### src/rtl/munoc_monitor_collector_pkg.sv
// ---------------------------------------------------------------------------
// munoc_monitor_collector_pkg
// Shared definitions for the NoC monitor collector: window FSM state
// encoding, read register indices and read port widths, plus a helper that
// packs the epoch/state status word.
// ---------------------------------------------------------------------------
package munoc_monitor_collector_pkg;

    // The numeric values are visible to software in the epoch register.
    typedef enum logic [1:0] {
        ST_IDLE   = 2'd0,
        ST_COUNT  = 2'd1,
        ST_SAMPLE = 2'd2,
        ST_CLEAR  = 2'd3
    } win_state_e;

    localparam int RD_DATA_W = 32;
    localparam int RD_ADDR_W = 8;

    localparam int ADDR_STATUS    = 0;
    localparam int ADDR_EPOCH     = 1;
    localparam int ADDR_SNAP_BASE = 2;

    // Epoch in the upper half, window state in the two LSBs.
    function automatic logic [RD_DATA_W-1:0] epoch_word(input logic [15:0] epoch,
                                                        input win_state_e st);
        return {epoch, 14'd0, st};
    endfunction

endpackage

### src/rtl/munoc_monitor_collector_if.sv
// ---------------------------------------------------------------------------
// munoc_monitor_collector_if
// Single-cycle register read port.
//   rd_req  : read request, one cycle per read (master -> slave)
//   rd_addr : register index (master -> slave)
//   rd_ack  : acknowledge, one cycle after rd_req (slave -> master)
//   rd_data : read data, held between acknowledges (slave -> master)
// ---------------------------------------------------------------------------
interface munoc_monitor_collector_if;
    import munoc_monitor_collector_pkg::*;

    logic                 rd_req;
    logic [RD_ADDR_W-1:0] rd_addr;
    logic                 rd_ack;
    logic [RD_DATA_W-1:0] rd_data;

    modport master (output rd_req, output rd_addr, input  rd_ack, input  rd_data);
    modport slave  (input  rd_req, input  rd_addr, output rd_ack, output rd_data);

endinterface

### src/rtl/munoc_monitor_window_fsm.sv
// ---------------------------------------------------------------------------
// munoc_monitor_window_fsm
// Bandwidth sampling window sequencer: IDLE -> COUNT (window_cycle cycles)
// -> SAMPLE -> CLEAR -> COUNT ...  A zero window length parks it in IDLE.
//   clk, rstnn    : clock, asynchronous active-low reset
//   window_cycle  : window length in cycles, 0 disables
//   state         : current FSM state
//   sample_en     : high for the one SAMPLE cycle
//   monitor_clear : registered clear pulse, high only in CLEAR
// ---------------------------------------------------------------------------
module munoc_monitor_window_fsm
    import munoc_monitor_collector_pkg::*;
#(
    parameter int BW_WINDOW = 16
) (
    input  logic                 clk,
    input  logic                 rstnn,
    input  logic [BW_WINDOW-1:0] window_cycle,
    output win_state_e           state,
    output logic                 sample_en,
    output logic                 monitor_clear
);

    win_state_e           state_q;
    logic [BW_WINDOW-1:0] win_cnt_q;
    logic                 monitor_clear_q;

    always_ff @(posedge clk or negedge rstnn) begin
        if (!rstnn) begin
            state_q         <= ST_IDLE;
            win_cnt_q       <= '0;
            monitor_clear_q <= 1'b0;
        end else if (window_cycle == '0) begin
            // Disabling abandons the current window from any state.
            state_q         <= ST_IDLE;
            win_cnt_q       <= '0;
            monitor_clear_q <= 1'b0;
        end else begin
            monitor_clear_q <= 1'b0;
            case (state_q)
                ST_IDLE: begin
                    state_q   <= ST_COUNT;
                    win_cnt_q <= '0;
                end
                ST_COUNT: begin
                    // Free-running increment: a shrunk window_cycle below the
                    // current count is only hit again after wrap-around.
                    win_cnt_q <= win_cnt_q + BW_WINDOW'(1);
                    if (win_cnt_q == window_cycle - BW_WINDOW'(1)) begin
                        state_q <= ST_SAMPLE;
                    end
                end
                ST_SAMPLE: begin
                    state_q         <= ST_CLEAR;
                    monitor_clear_q <= 1'b1;
                end
                ST_CLEAR: begin
                    state_q   <= ST_COUNT;
                    win_cnt_q <= '0;
                end
                default: begin
                    state_q   <= ST_IDLE;
                    win_cnt_q <= '0;
                end
            endcase
        end
    end

    assign state         = state_q;
    assign sample_en     = (state_q == ST_SAMPLE);
    assign monitor_clear = monitor_clear_q;

endmodule

### src/rtl/munoc_monitor_collector.sv
// ---------------------------------------------------------------------------
// munoc_monitor_collector
// Turns per-channel NoC monitor outputs into software-visible status:
// windowed bandwidth snapshots, an epoch counter, sticky write-1-to-clear
// timeout bits with an interrupt, and a one-cycle register read port.
//   clk, rstnn    : clock, asynchronous active-low reset
//   window_cycle  : sampling window length, 0 disables sampling
//   ch_timeout    : per-channel timeout levels from the monitors
//   ch_bandwidth  : per-channel bandwidth counts, channel i at [i*BW +: BW]
//   monitor_clear : one-cycle clear pulse to all monitors
//   clr_timeout   : per-channel clear strobes for the sticky timeout bits
//   rd_if         : register read port (slave side)
//   irq           : registered OR of the sticky timeout bits
// Registers: 0 = sticky timeouts, 1 = {epoch, state}, 2+i = snapshot of ch i.
// ---------------------------------------------------------------------------
module munoc_monitor_collector
    import munoc_monitor_collector_pkg::*;
#(
    parameter int NUM_CHANNEL  = 4,
    parameter int BW_BANDWIDTH = 16,
    parameter int BW_WINDOW    = 16
) (
    input  logic                                clk,
    input  logic                                rstnn,
    input  logic [BW_WINDOW-1:0]                window_cycle,
    input  logic [NUM_CHANNEL-1:0]              ch_timeout,
    input  logic [NUM_CHANNEL*BW_BANDWIDTH-1:0] ch_bandwidth,
    output logic                                monitor_clear,
    input  logic [NUM_CHANNEL-1:0]              clr_timeout,
    munoc_monitor_collector_if.slave            rd_if,
    output logic                                irq
);

    win_state_e state;
    logic       sample_en;

    munoc_monitor_window_fsm #(
        .BW_WINDOW (BW_WINDOW)
    ) u_window_fsm (
        .clk           (clk),
        .rstnn         (rstnn),
        .window_cycle  (window_cycle),
        .state         (state),
        .sample_en     (sample_en),
        .monitor_clear (monitor_clear)
    );

    logic [15:0]                            epoch_q, epoch_d;
    logic [NUM_CHANNEL-1:0]                 sts_q, sts_d;
    logic                                   irq_q, irq_d;
    logic                                   rd_ack_q, rd_ack_d;
    logic [RD_DATA_W-1:0]                   rd_data_q, rd_data_d;
    logic [RD_DATA_W-1:0]                   rd_word;
    logic [NUM_CHANNEL-1:0][RD_DATA_W-1:0]  snap_rd;

    // Per-channel snapshot register and its slice of the read decode; each
    // term is zero unless its own index is addressed, so they can be ORed.
    for (genvar gi = 0; gi < NUM_CHANNEL; gi++) begin : g_ch
        logic [BW_BANDWIDTH-1:0] snap_q, snap_d;

        always_comb begin
            snap_d = sample_en ? ch_bandwidth[gi*BW_BANDWIDTH +: BW_BANDWIDTH] : snap_q;
        end

        always_ff @(posedge clk or negedge rstnn) begin
            if (!rstnn) snap_q <= '0;
            else        snap_q <= snap_d;
        end

        assign snap_rd[gi] = (rd_if.rd_addr == RD_ADDR_W'(ADDR_SNAP_BASE + gi))
                             ? RD_DATA_W'(snap_q) : '0;
    end

    always_comb begin
        rd_word = '0;
        if (rd_if.rd_addr == RD_ADDR_W'(ADDR_STATUS)) begin
            rd_word = RD_DATA_W'(sts_q);
        end else if (rd_if.rd_addr == RD_ADDR_W'(ADDR_EPOCH)) begin
            rd_word = epoch_word(epoch_q, state);
        end
        for (int i = 0; i < NUM_CHANNEL; i++) begin
            rd_word = rd_word | snap_rd[i];
        end
    end

    always_comb begin
        epoch_d   = sample_en ? epoch_q + 16'd1 : epoch_q;
        // A new timeout wins over a simultaneous clear strobe.
        sts_d     = ch_timeout | (sts_q & ~clr_timeout);
        irq_d     = |sts_q;
        rd_ack_d  = rd_if.rd_req;
        rd_data_d = rd_if.rd_req ? rd_word : rd_data_q;
    end

    always_ff @(posedge clk or negedge rstnn) begin
        if (!rstnn) begin
            epoch_q   <= '0;
            sts_q     <= '0;
            irq_q     <= 1'b0;
            rd_ack_q  <= 1'b0;
            rd_data_q <= '0;
        end else begin
            epoch_q   <= epoch_d;
            sts_q     <= sts_d;
            irq_q     <= irq_d;
            rd_ack_q  <= rd_ack_d;
            rd_data_q <= rd_data_d;
        end
    end

    assign irq           = irq_q;
    assign rd_if.rd_ack  = rd_ack_q;
    assign rd_if.rd_data = rd_data_q;

endmodule

### src/flat_wrapper.sv
// flat-port wrapper written by rule: the top's interface ports become plain ports
module munoc_monitor_collector_flat import munoc_monitor_collector_pkg::*;
#(
    parameter int NUM_CHANNEL  = 4,
    parameter int BW_BANDWIDTH = 16,
    parameter int BW_WINDOW    = 16
)
  (clk, rstnn, window_cycle, ch_timeout, ch_bandwidth, monitor_clear, clr_timeout, irq, rd_if_rd_req, rd_if_rd_addr, rd_if_rd_ack, rd_if_rd_data);
  munoc_monitor_collector_if rd_if_i ();
  input  logic clk;
  input  logic rstnn;
  input  logic [BW_WINDOW-1:0] window_cycle;
  input  logic [NUM_CHANNEL-1:0] ch_timeout;
  input  logic [NUM_CHANNEL*BW_BANDWIDTH-1:0] ch_bandwidth;
  output logic monitor_clear;
  input  logic [NUM_CHANNEL-1:0] clr_timeout;
  output logic irq;
  input wire logic [$bits(rd_if_i.rd_req)-1:0] rd_if_rd_req;
  input wire logic [$bits(rd_if_i.rd_addr)-1:0] rd_if_rd_addr;
  output wire logic [$bits(rd_if_i.rd_ack)-1:0] rd_if_rd_ack;
  output wire logic [$bits(rd_if_i.rd_data)-1:0] rd_if_rd_data;
  assign rd_if_i.rd_req = rd_if_rd_req;
  assign rd_if_i.rd_addr = rd_if_rd_addr;
  assign rd_if_rd_ack = rd_if_i.rd_ack;
  assign rd_if_rd_data = rd_if_i.rd_data;
  munoc_monitor_collector #(.NUM_CHANNEL(NUM_CHANNEL), .BW_BANDWIDTH(BW_BANDWIDTH), .BW_WINDOW(BW_WINDOW)) u_core (.clk(clk), .rstnn(rstnn), .window_cycle(window_cycle), .ch_timeout(ch_timeout), .ch_bandwidth(ch_bandwidth), .monitor_clear(monitor_clear), .clr_timeout(clr_timeout), .rd_if(rd_if_i), .irq(irq));
endmodule
### config.mk
export PLATFORM = sky130hd
export DESIGN_NAME = munoc_monitor_collector_flat
export DESIGN_NICKNAME = d
export VERILOG_FILES = /design/src/rtl/munoc_monitor_collector_pkg.sv /design/src/rtl/munoc_monitor_collector_if.sv /design/src/rtl/munoc_monitor_window_fsm.sv /design/src/rtl/munoc_monitor_collector.sv /design/src/flat_wrapper.sv
export SDC_FILE = /design/constraint.sdc
export NUM_CORES = 1
export LEC_CHECK = 0
export ABC_CLOCK_PERIOD_IN_PS = 2600
export CAP_MARGIN = 30
export CORE_MARGIN = 1
export CORE_UTILIZATION = 50
export DETAILED_ROUTE_END_ITERATION = 6
export PLACE_DENSITY = 0.82
export SLEW_MARGIN = 10
export SYNTH_ARGS = -nofsm -noshare
export SYNTH_HDL_FRONTEND = slang
export SYNTH_SLANG_ARGS = --single-unit
### constraint.sdc
create_clock -name clk -period 2.6 [get_ports clk]
set_input_delay 0.52 -clock clk [delete_from_list [all_inputs] [get_ports clk]]
set_output_delay 0.52 -clock clk [all_outputs]
set_load 0.1 [all_outputs]
# --- Yosys cells after proc, flatten, opt, wreduce, memory -nomap -nowiden ---
# Cells that the tools add are included.
totals:
  wordCells: 51
  in_bits: 99
  ff_bits: 137
classes:
  mux: 13
  reduce_logical: 6
  eq_ne: 10
  bitwise_logic: 7
  add_sub_neg: 3
ops:
  columns: ["cell", "n"]
  rows:
  - ["$or 32x32->32", 4]
  - ["$mux 16", 5]
  - ["$mux 32", 2]
  - ["$add 16x1->16 const B", 2]
  - ["$pmux 16 s2", 1]
  - ["$eq 16x16->1", 1]
  - ["$eq 8x2->1 const B", 2]
  - ["$eq 8x3->1 const B", 2]
  - ["$logic_not 16->1", 1]
  - ["$sub 16x1->16 const B", 1]
  - ["$eq 8x1->1 const B", 1]
  - ["$logic_not 8->1", 1]
  - ["$pmux 2 s3", 1]
  - ["$and 4x4->4", 1]
  - ["$eq 2x2->1 const B", 2]
  - ["$mux 2", 2]
  - ["$not 4->4", 1]
  - ["$or 4x4->4", 1]
  - ["$reduce_or 4->1", 1]
  - ["$ne 3x3->1 const B", 1]
  - ["$reduce_bool 3->1", 1]
  - ["$eq 2x1->1 const B", 1]
  - ["$logic_not 2->1", 1]
  - ["$mux 1", 2]
  - ["$reduce_or 2->1", 1]

# --- Depth between registers and ports, before layout ---
# Gate-level depths: netlist (run 1).
depth:
  ltp_word: 7
  ltp_mapped: 9

# --- Cells and area by module ---
# Synthesis (run 1) repeated with hierarchy kept, for this count alone.
hier_totals:
  hier_cells: 568
  hier_area_um2: 6573.8
by_module_without_submodules:
  columns: ["module", "cells_each", "area_each_um2", "n_inst"]
  rows:
  - ["munoc_monitor_collector", 402, 5096.1, 1]
  - ["munoc_monitor_window_fsm", 166, 1477.7, 1]

# --- Least setup slack after synthesis (run 1) ---
# OpenSTA, ideal clock, no wires.
synth_path:
  kind: "input to register"
  from: "input window_cycle[0]"
  to: "register u_core.u_window_fsm.state_q[1] (netlist: u_core.u_window_fsm.state[1])"
  t_arrival_ps: 2356
  setup_slack_ps: 164
  t_required_ps: 2521
  setup_time_ps: 79
  path_buffers: 0
  path_stages: 9
  cell_sequence: "inv_1 -> ha_1 -> nor2b_1 -> or3_1 -> a31oi_1 -> o211ai_1 -> or4_4 -> o211ai_2 -> mux2i_1"
synth_via:
  elab_chain_cells: 3
synth_rtl:
  columns: ["item", "line_no", "text"]
  rows:
  - ["start, declared", "flat_wrapper.sv:12", "input logic [BW_WINDOW-1:0] window_cycle;"]
  - ["$sub 16x1->16", "munoc_monitor_window_fsm.sv:49", "if (win_cnt_q == window_cycle - BW_WINDOW'(1)) begin"]
  - ["$eq 16x16->1", "munoc_monitor_window_fsm.sv:49", null]
  - ["$ne 3x3->1 (no source line)", null, null]
  - ["end signal, assigned", "munoc_monitor_window_fsm.sv:50", "state_q <= ST_SAMPLE;"]
  - ["end signal, assigned", "munoc_monitor_window_fsm.sv:54", "state_q <= ST_CLEAR;"]
  - ["end signal, assigned", "munoc_monitor_window_fsm.sv:58", "state_q <= ST_COUNT;"]
  - ["end, declared", "munoc_monitor_window_fsm.sv:24", "win_state_e state_q;"]
# Several ways; a longest one is shown, not always the timed one.
# A chain may end at the register's enable or synchronous reset.

# --- Worst setup path after layout (run 1) ---
layout_path:
  from: "input window_cycle[3]"
  to: "register u_core.u_window_fsm.state_q[1] (netlist: u_core.u_window_fsm.state[1])"
# The elaborated chain is that of the path after synthesis.

==> flow_results.org, run 1 <==
** Outcome
- Run status :: finished, final reports clean

** Logic synthesis
- Share of async-settable or async-resettable flops after synthesis :: 1.00
- The number of nets in the synthesized netlist is 671.
- Of the synthesized area, sequential elements account for 0.540.
- Yosys mapped the design onto 51 distinct sky130hd cell types.
- Summing every instance area after synthesis gives 0.00635 mm^2.
- Synthesized instance count :: 567
- Number of enable-type register cells in the synthesized netlist :: 0
- Synthesized flop and latch total :: 137
- For this run, the leading register cell type out of synthesis is sky130_fd_sc_hd__dfrtp_1.
- Post-Syn Area per Cell :: 11.2 um^2
- Synth warnings :: 0

** Setup path
- Worst Setup Start Kind :: primary input
- Category of the most critical setup path :: in -> reg
- Critical path capture point type :: register
- Slowest stage cell on the critical path :: sky130_fd_sc_hd__clkdlybuf4s50_1
- Buffers and inverters on the worst path :: 2
- The startpoint identified for the worst register-to-register timing path is u_core.u_window_fsm.state[1].
- The signal on the critical path passes through clkdlybuf4s50_1, buf_4, nor3_4, and2_4, nor2b_1, xnor2_1, or4_4, o211ai_2, mux2i_1.
- In this run the register-to-register setup slack is 0.31 ns.
- Slowest stage delay, CP :: 0.54 ns
- Tracing the worst setup path back leads to its startpoint at window_cycle[3].
- Of all nets on the critical path, the largest fanout is 6.
- Largest delay share family, worst path :: simple AND/OR/NAND/NOR gates
- Data arrives at the worst endpoint at 2.82 ns.
- STA puts the critical path data required time at 2.94 ns.

** Global route
- Grt ovf :: 0
- The first global-routing pass estimated 25400 um of wire.
- GR Util All Layers :: 0.256
- The number of global-route vias before repair came to 5095.
- Largest net degree at the start of global routing :: 82
- The number of antenna violations at the first check in global routing came to 0.

** Floorplanning
- For this configuration, the core starts out at a cell density of 0.520.
- Die width :: 115 um
- Vertical die dimension :: 115 um
- Number of top-level design ports :: 134
- The die covers 0.0132 mm^2.
- Core area :: 0.0122 mm^2
- The initialized floorplan defines 40 standard-cell rows.

** Cells and area
- Compared with the post-synthesis result, the final layout area differs by 37.1%.
- In the final layout, the share of cells above drive strength 1 is 0.262.
- The library cell used most frequently in the layout, excluding fill and tap cells, is sky130_fd_sc_hd__dfrtp_1.
- Non-Filler Cell Area, Final :: 0.00870 mm^2
- In the layout the commonest cells are sky130_fd_sc_hd__dfrtp_1, sky130_fd_sc_hd__clkdlybuf4s50_1, sky130_fd_sc_hd__buf_4.
- Antenna diode count :: 0
- Number of nets in the final layout :: 835

** Timing
- Hold is met by 0.281 ns.
- Final Critical Period :: 2.48 ns
- Setup WS post-layout :: 0.117 ns
- Setup violations remaining at the end of the flow were counted as 0.
- Number of hold violations in the final report :: 0
- Clock skew on the completed layout was measured at 0.00652 ns.
- For the pin with the worst max-slew slack, the measured transition is 0.462 ns.
- Based on the critical path, the design can be clocked at up to 403 MHz.
- Worst relative slew slack :: 0.689
- RSZ-0062 raised after global routing :: no
- In the finished design, the share of the clock period the worst path needs comes to 0.955.
- The max-slew violation total from the final report was 0.

** Routing
- The count of nets left with antenna violations once routing finished came out at 0.
- After the first detailed-routing iteration, the DRC count stood at 280.
- Count of vias placed by the detailed router :: 4902
- The final layout contains routed wiring with a total length of 15500 um.
- Number of design rule violations left after detail routing :: 0
- After detailed routing, the average wire length per cell comes to 17.0 um.
- In the routed layout, each cell is associated on average with a via count of 5.38.
- Before antenna repair, the detailed router went through 5 iterations.

** Placement
- OpenSTA, run right after detailed placement, puts the worst setup slack at -0.445 ns.
- Total half-perimeter wirelength after legalization and detailed placement :: 11000 um
- The count of buffers added on input and output ports is 133.
- Final GP Congestion :: 0.856
- Placed Instance Area :: 0.00806 mm^2

** Hold path
- Worst hold start :: rd_if_rd_req
- The min-delay analysis places its worst path in the category in -> reg.

** Clock network
- The clock reaches the later pin of the worst-skew pair after 0.42 ns.
- Clk Tree Root Cell :: sky130_fd_sc_hd__clkbuf_16
- The tree built by TritonCTS fans out to 137 sinks.
- Clock buffer count from CTS :: 17
- Total number of H-tree levels :: 4
- Clock-pin slew was measured on the worst setup and hold paths at 0.06 ns.
- TritonCTS built the clock tree.
- The clock passes through at most 2 buffers.

** Power
- In this run the power density over the cells is 605 mW/mm^2.
- Maximum VDD drop :: 0.000513 V
- For this design the static power due to leakage is 0.00395 uW.

** Job
- Across the run, the number of max-cap violations was 0.
-- logic make-up (layout without fill, tap and decap cells) --
logic type,Yosys count,in the layout,synth area share
AO/OA/AOI/OAI,93,93,0.0995
XOR/XNOR,44,44,0.0607
adder cells (fa/ha/maj),5,5,0.00985
buffers and inverters,58,235,0.0357
flip-flops,137,137,0.540
multiplexers,72,72,0.127
AND/OR/NAND/NOR,158,158,0.128
-- state kept, by name, indices dropped and copies added (netlist names) --
signal / count
u_core.g_ch.snap_q: 64
u_core.irq: 1
u_core.u_window_fsm.monitor_clear: 1
u_core.u_window_fsm.state: 2
u_core.epoch_q: 16
u_core.rd_if.rd_data: 32
u_core.sts_q: 4
u_core.rd_if.rd_ack: 1
u_core.u_window_fsm.win_cnt_q: 16
-- metal layers --
metal / global-route usage / vias up / wire length [um]
met5: 0 / - / 0
met2: 0.427 / 129 / 7760
met4: 0.104 / 0 / 293
li1: - / 2334 / -
met1: 0.319 / 2417 / 6630
met3: 0.0646 / 22 / 801
-- path summary, 6_finish.rpt --
path	to	depth (start not counted)
min	u_core.rd_if.rd_ack	1
max	u_core.u_window_fsm.state[1]	9
max reg2reg	u_core.u_window_fsm.win_cnt_q[14]	7
min reg2reg	u_core.epoch_q[15]	1
max in group asynchronous	u_core.g_ch[0].snap_q[7]	3
min in group asynchronous	u_core.u_window_fsm.win_cnt_q[13]	2
-- area by class of cell --
class	count	area, um^2
Multi-Input combinational cell	372	2740
Sequential cell	137	3430
Clock inverter	13	128
Tap cell	168	210
Fill cell	919	3510
Clock buffer	19	453
Inverter	26	97.6
Timing Repair Buffer	177	1640
-- per-stage QoR --
step / setup TNS [ns] / utilization / instances / total power (uW)
floorplan: 0 / - / 567 / 2610
global placement: -4.17 / 0.660 / 878 / 2940
detailed placement: -5.19 / 0.660 / 878 / 2960
CTS: 0 / 0.709 / 911 / 5300
global route: 0 / 0.713 / 912 / 5460
finish: 0 / 0.713 / 912 / 5270
-- Yosys cell counts, types with 4 or more instances --
master                     number  share of area
sky130_fd_sc_hd__xor2_1        18          0.025
sky130_fd_sc_hd__o211ai_1       4         0.0047
sky130_fd_sc_hd__dfrtp_1      137           0.54
sky130_fd_sc_hd__nand4_1       12          0.012
sky130_fd_sc_hd__mux2i_1        5         0.0079
sky130_fd_sc_hd__a21o_1         4         0.0047
sky130_fd_sc_hd__nand2_1       40          0.024
sky130_fd_sc_hd__or3_1          6         0.0059
sky130_fd_sc_hd__o21ai_0       17          0.013
sky130_fd_sc_hd__nand3_1       13          0.010
sky130_fd_sc_hd__mux2_2        67           0.12
sky130_fd_sc_hd__and3_1         8         0.0079
sky130_fd_sc_hd__xnor2_1       26          0.036
sky130_fd_sc_hd__a31oi_1       19          0.019
sky130_fd_sc_hd__nor2_1        45          0.027
sky130_fd_sc_hd__nor3_1         7         0.0055
sky130_fd_sc_hd__ha_1           5         0.0099
sky130_fd_sc_hd__inv_1         26          0.015
sky130_fd_sc_hd__buf_2          6         0.0047
sky130_fd_sc_hd__o21ai_1        8         0.0063
sky130_fd_sc_hd__clkbuf_1      24          0.014
sky130_fd_sc_hd__a22oi_1       28          0.033
-- power breakdown --
part / internal (uW) / total (uW) / switching (uW)
registers: 2180 / 2240 / 54.4
clock network: 1450 / 2330 / 880
logic: 309 / 701 / 392
total: 3940 / 5270 / 1330
-- what timing repair did --
item                                   CTS  global route
hold buffers                             1             0
endpoints found under the hold margin   23             0
setup endpoints to repair                1             2
pin swaps                                0             5
resized for setup                        1            10
buffers inserted                         0             1
(Power assumes the default switching activity.)
==> run 2, diff against run 1 <==
CORE_UTILIZATION = 35   (was 50)
PLACE_DENSITY = 0.61   (was 0.82)
==> run 2 against run 1 <==
  * Die area rose by 42%
  * Highest routed layer unchanged
  * Maximum frequency rose by 0.93%
  * First-iteration DRC count fell by 16%
  * Clock power rose by 3%
  * Core utilization fell by 21 points
  * Count of clock-buffer cells in the layout did not move
  * Largest cell class unchanged
==> flow_results.org, run 2 (synthesized netlist as in run 1, its figures left out) <==
** Setup path
- Crit path max fanout :: 4 (-2)
- Critical path arrival :: 2.79 ns (-0.03 ns)
- Slowest stage cell on the critical path :: sky130_fd_sc_hd__or4_4
- The worst register-to-register path begins at u_core.u_window_fsm.win_cnt_q[10].
- Buffers and inverters on the worst path :: 2 (unchanged)
- The most critical setup path has its endpoint at u_core.u_window_fsm.state[1].
- Grouping stages by cell kind, the critical path spends the most delay in simple AND/OR/NAND/NOR gates.
- Critical path required time :: 2.93 ns (about the same)
- The critical path starts at window_cycle[5].
- Critical path capture point type :: register
- Reg2Reg Capture Point :: u_core.u_window_fsm.state[1]
- The number of cells on the worst reg-to-reg path is 7 (unchanged).
- Slowest stage delay, CP :: 0.56 ns (+0.02 ns)
- Worst Setup Start Kind :: primary input
- Critical path depth :: 9 (unchanged)
- Register-to-register setup slack :: 0.42 ns (+0.11 ns)
- By startpoint and endpoint, the worst setup path is classified as in -> reg.
- Traced cell by cell, the critical path runs through clkdlybuf4s50_1, nor4_2, buf_4, nand4_1, nand3_1, nand2_1, or4_4, o211ai_2, mux2i_1.

** Floorplanning
- Initial Utilization :: 0.363 (-0.157)
- The boundary pin count is 134 (unchanged).
- Total Die Area :: 0.0187 mm^2 (+42%)
- Die width :: 137 um (+19%)
- The chip height came to 137 um (+19%).
- The placeable core region was 0.0175 mm^2 (+43%).
- Number of placement rows :: 48 (+20%)

** Hold path
- The path class of the tightest hold or removal check is in -> async.

** Placement
- The cell count after placement was 937 (+6.7%).
- Dpl ws :: -0.526 ns (-0.0805 ns)
- The port buffer count is 133 (unchanged).
- The half-perimeter wire length after detailed placement came to 11500 um (+4.9%).
- The weighted congestion reported at the end of routability-driven placement is 0.814 (-4.9%).

** Global route
- Wire length of the first global-routing pass :: 25700 um (+1.0%)
- GR Util All Layers :: 0.180 (-0.0756)
- Initial antenna violation count :: 0 (unchanged)
- Largest net degree at the start of global routing :: 69 (-16%)
- Grt ovf :: 0 (unchanged)
- The number of global-route vias before repair was 5085 (-0.20%).

** Timing
- The max-slew violation total from the final report was 0 (unchanged).
- Worst Skew :: 0.00678 ns (+0.000255 ns)
- Final clock period utilization by the worst path :: 0.946 (-0.00884)
- The minimum clock period after layout is 2.46 ns (-0.0230 ns).
- RSZ-0062 raised after global routing :: no
- The final hold slack came to 0.0766 ns (-0.204 ns).
- The final number of hold-violating endpoints came to 0 (unchanged).
- Setup violators final :: 0 (unchanged)
- The worst slew slack as a fraction of its limit is 0.617 (-0.0724).
- The slew at the pin with the worst max-slew slack was 0.575 ns (+0.113 ns).
- The maximum clock frequency came to 407 MHz (+0.93%).
- The worst-case setup margin in the final layout is 0.140 ns (+0.0230 ns).
- The total negative slack came to 0 ns (unchanged).

** Cells and area
- Top register by number of flip-flops :: u_core.g_ch.snap_q
- Most frequent cells in the layout :: sky130_fd_sc_hd__dfrtp_1, sky130_fd_sc_hd__clkdlybuf4s50_1, sky130_fd_sc_hd__buf_4
- The core utilization of the finished layout is 0.504 (-0.209).
- Cell Count, Final, Fillers Out :: 970 (+6.4%)
- The number of filler instances in the final layout is 1554 (+69%).
- The number of flip-flops under the largest register name was 64 (unchanged).
- Area Overhead vs Synth :: 38.6%
- Layout cell share with drive strength beyond 1 :: 0.262 (-0.000352)
- The final layout net count is 836 (+0.12%).
- Leaving out fill and tap cells, the most frequent cell in the layout is sky130_fd_sc_hd__dfrtp_1.
- Antenna diode count :: 0 (unchanged)

** Clock network
- The clock transition at the register clock pins on the worst setup and hold paths after CTS is 0.06 ns (about the same).
- Insertion delay of the later-clocked pin in the worst-skew pair :: 0.41 ns (about the same)
- The maximum root-to-sink buffer count came to 2 (unchanged).
- The H-tree depth came to 4 (unchanged).
- Number of clock sinks :: 137 (unchanged)
- Clock buffer count from CTS :: 17 (unchanged)
- TritonCTS built the clock tree.
- Number of hold-repair buffers added at the cts stage :: 0 (-1)
- Clk Tree Root Cell :: sky130_fd_sc_hd__clkbuf_16

** Routing
- Detailed-router iteration count before antenna repair :: 4 (-1)
- Sum of routed wire length over all layers :: 15800 um (+2.1%)
- Iteration-0 DRC Markers :: 234 (-16%)
- The remaining antenna violation count was 0 (unchanged).
- The overall via count from detail_route is 4868 (-0.69%).
- The detailed-route DRC error count came to 0 (unchanged).
- Number of vias per cell :: 5.02 (-6.6%)
- Routed length per instance :: 16.3 um (-4.0%)

** Power
- The reported leakage power came to 0.00397 uW (+0.59%).
- Cell Pwr Density :: 610 mW/mm^2 (+0.77%)
- Maximum VDD drop :: 0.000497 V (-3.2%)

** Outcome
- The flow ran to the end, and the final reports show no timing, DRC or antenna violations.

** Job
- MaxCap Viol Count :: 0 (unchanged)
==> run 2: cell type report <==
type	instances	area, um^2	area share
Tap cell	225	282	0.0320
Sequential cell	137	3430	0.389
Timing Repair Buffer	178	1670	0.189
Inverter	26	97.6	0.0111
Multi-Input combinational cell	372	2730	0.310
Clock inverter	13	145	0.0165
Clock buffer	19	453	0.0514
==> run 2: power breakdown <==
group          internal [uW]  switching [uW]
logic                    326             395
clock network           1470             942
registers               2180            52.9
==> run 2: metrics by stage <==
| step | area (um^2) | total power [uW] |
|---|---|---|
| floorplan | 6350 | 2610 |
| global placement | 8160 | 2980 |
| detailed placement | 8160 | 3000 |
| CTS | 8780 | 5430 |
| global route | 8800 | 5600 |
| finish | 8800 | 5370 |
==> run 2: timing repair <==
item / in CTS / in global routing
endpoints found under the setup margin: 1 / 2
pin swaps: 1 / 6
setup buffers: 0 / 1
gates resized for setup: 3 / 8
==> run 2: worst min path at each step <==
| stage | slack, ns | start | end | cells past startpoint |
|---|---|---|---|---|
| 5_1_grt | 0.12 | rstnn | u_core.u_window_fsm.win_cnt_q[13] | 1 |
| 2_1_floorplan | 0.22 | rstnn | u_core.epoch_q[0] | 0 |
| 6_report | 0.08 | rstnn | u_core.u_window_fsm.win_cnt_q[13] | 1 |
| 3_5_place_dp | 0.47 | u_core.epoch_q[15] | u_core.epoch_q[15] | 1 |
| 3_3_place_gp | 0.47 | u_core.epoch_q[15] | u_core.epoch_q[15] | 1 |
| 4_1_cts | 0.10 | rstnn | u_core.u_window_fsm.win_cnt_q[13] | 1 |
==> run 2: metal layers <==
metal	up-vias	track usage	part of all wire	routed length, um
met5	-	0	0	0
met3	14	0.0548	0.049	771
li1	2333	-	-	-
met4	0	0.0543	0.014	220
met2	101	0.304	0.50	7910
met1	2420	0.221	0.44	6910
==> run 2: worst register-to-register path: stages (launching register included) <==
cell                       delay, ns
sky130_fd_sc_hd__dfrtp_1        0.48
sky130_fd_sc_hd__xor2_1         0.41
sky130_fd_sc_hd__nand4_1        0.20
sky130_fd_sc_hd__o311ai_2       0.14
sky130_fd_sc_hd__nor2_1         0.08
sky130_fd_sc_hd__or4_4          0.44
sky130_fd_sc_hd__o211ai_2       0.17
sky130_fd_sc_hd__mux2i_1        0.20
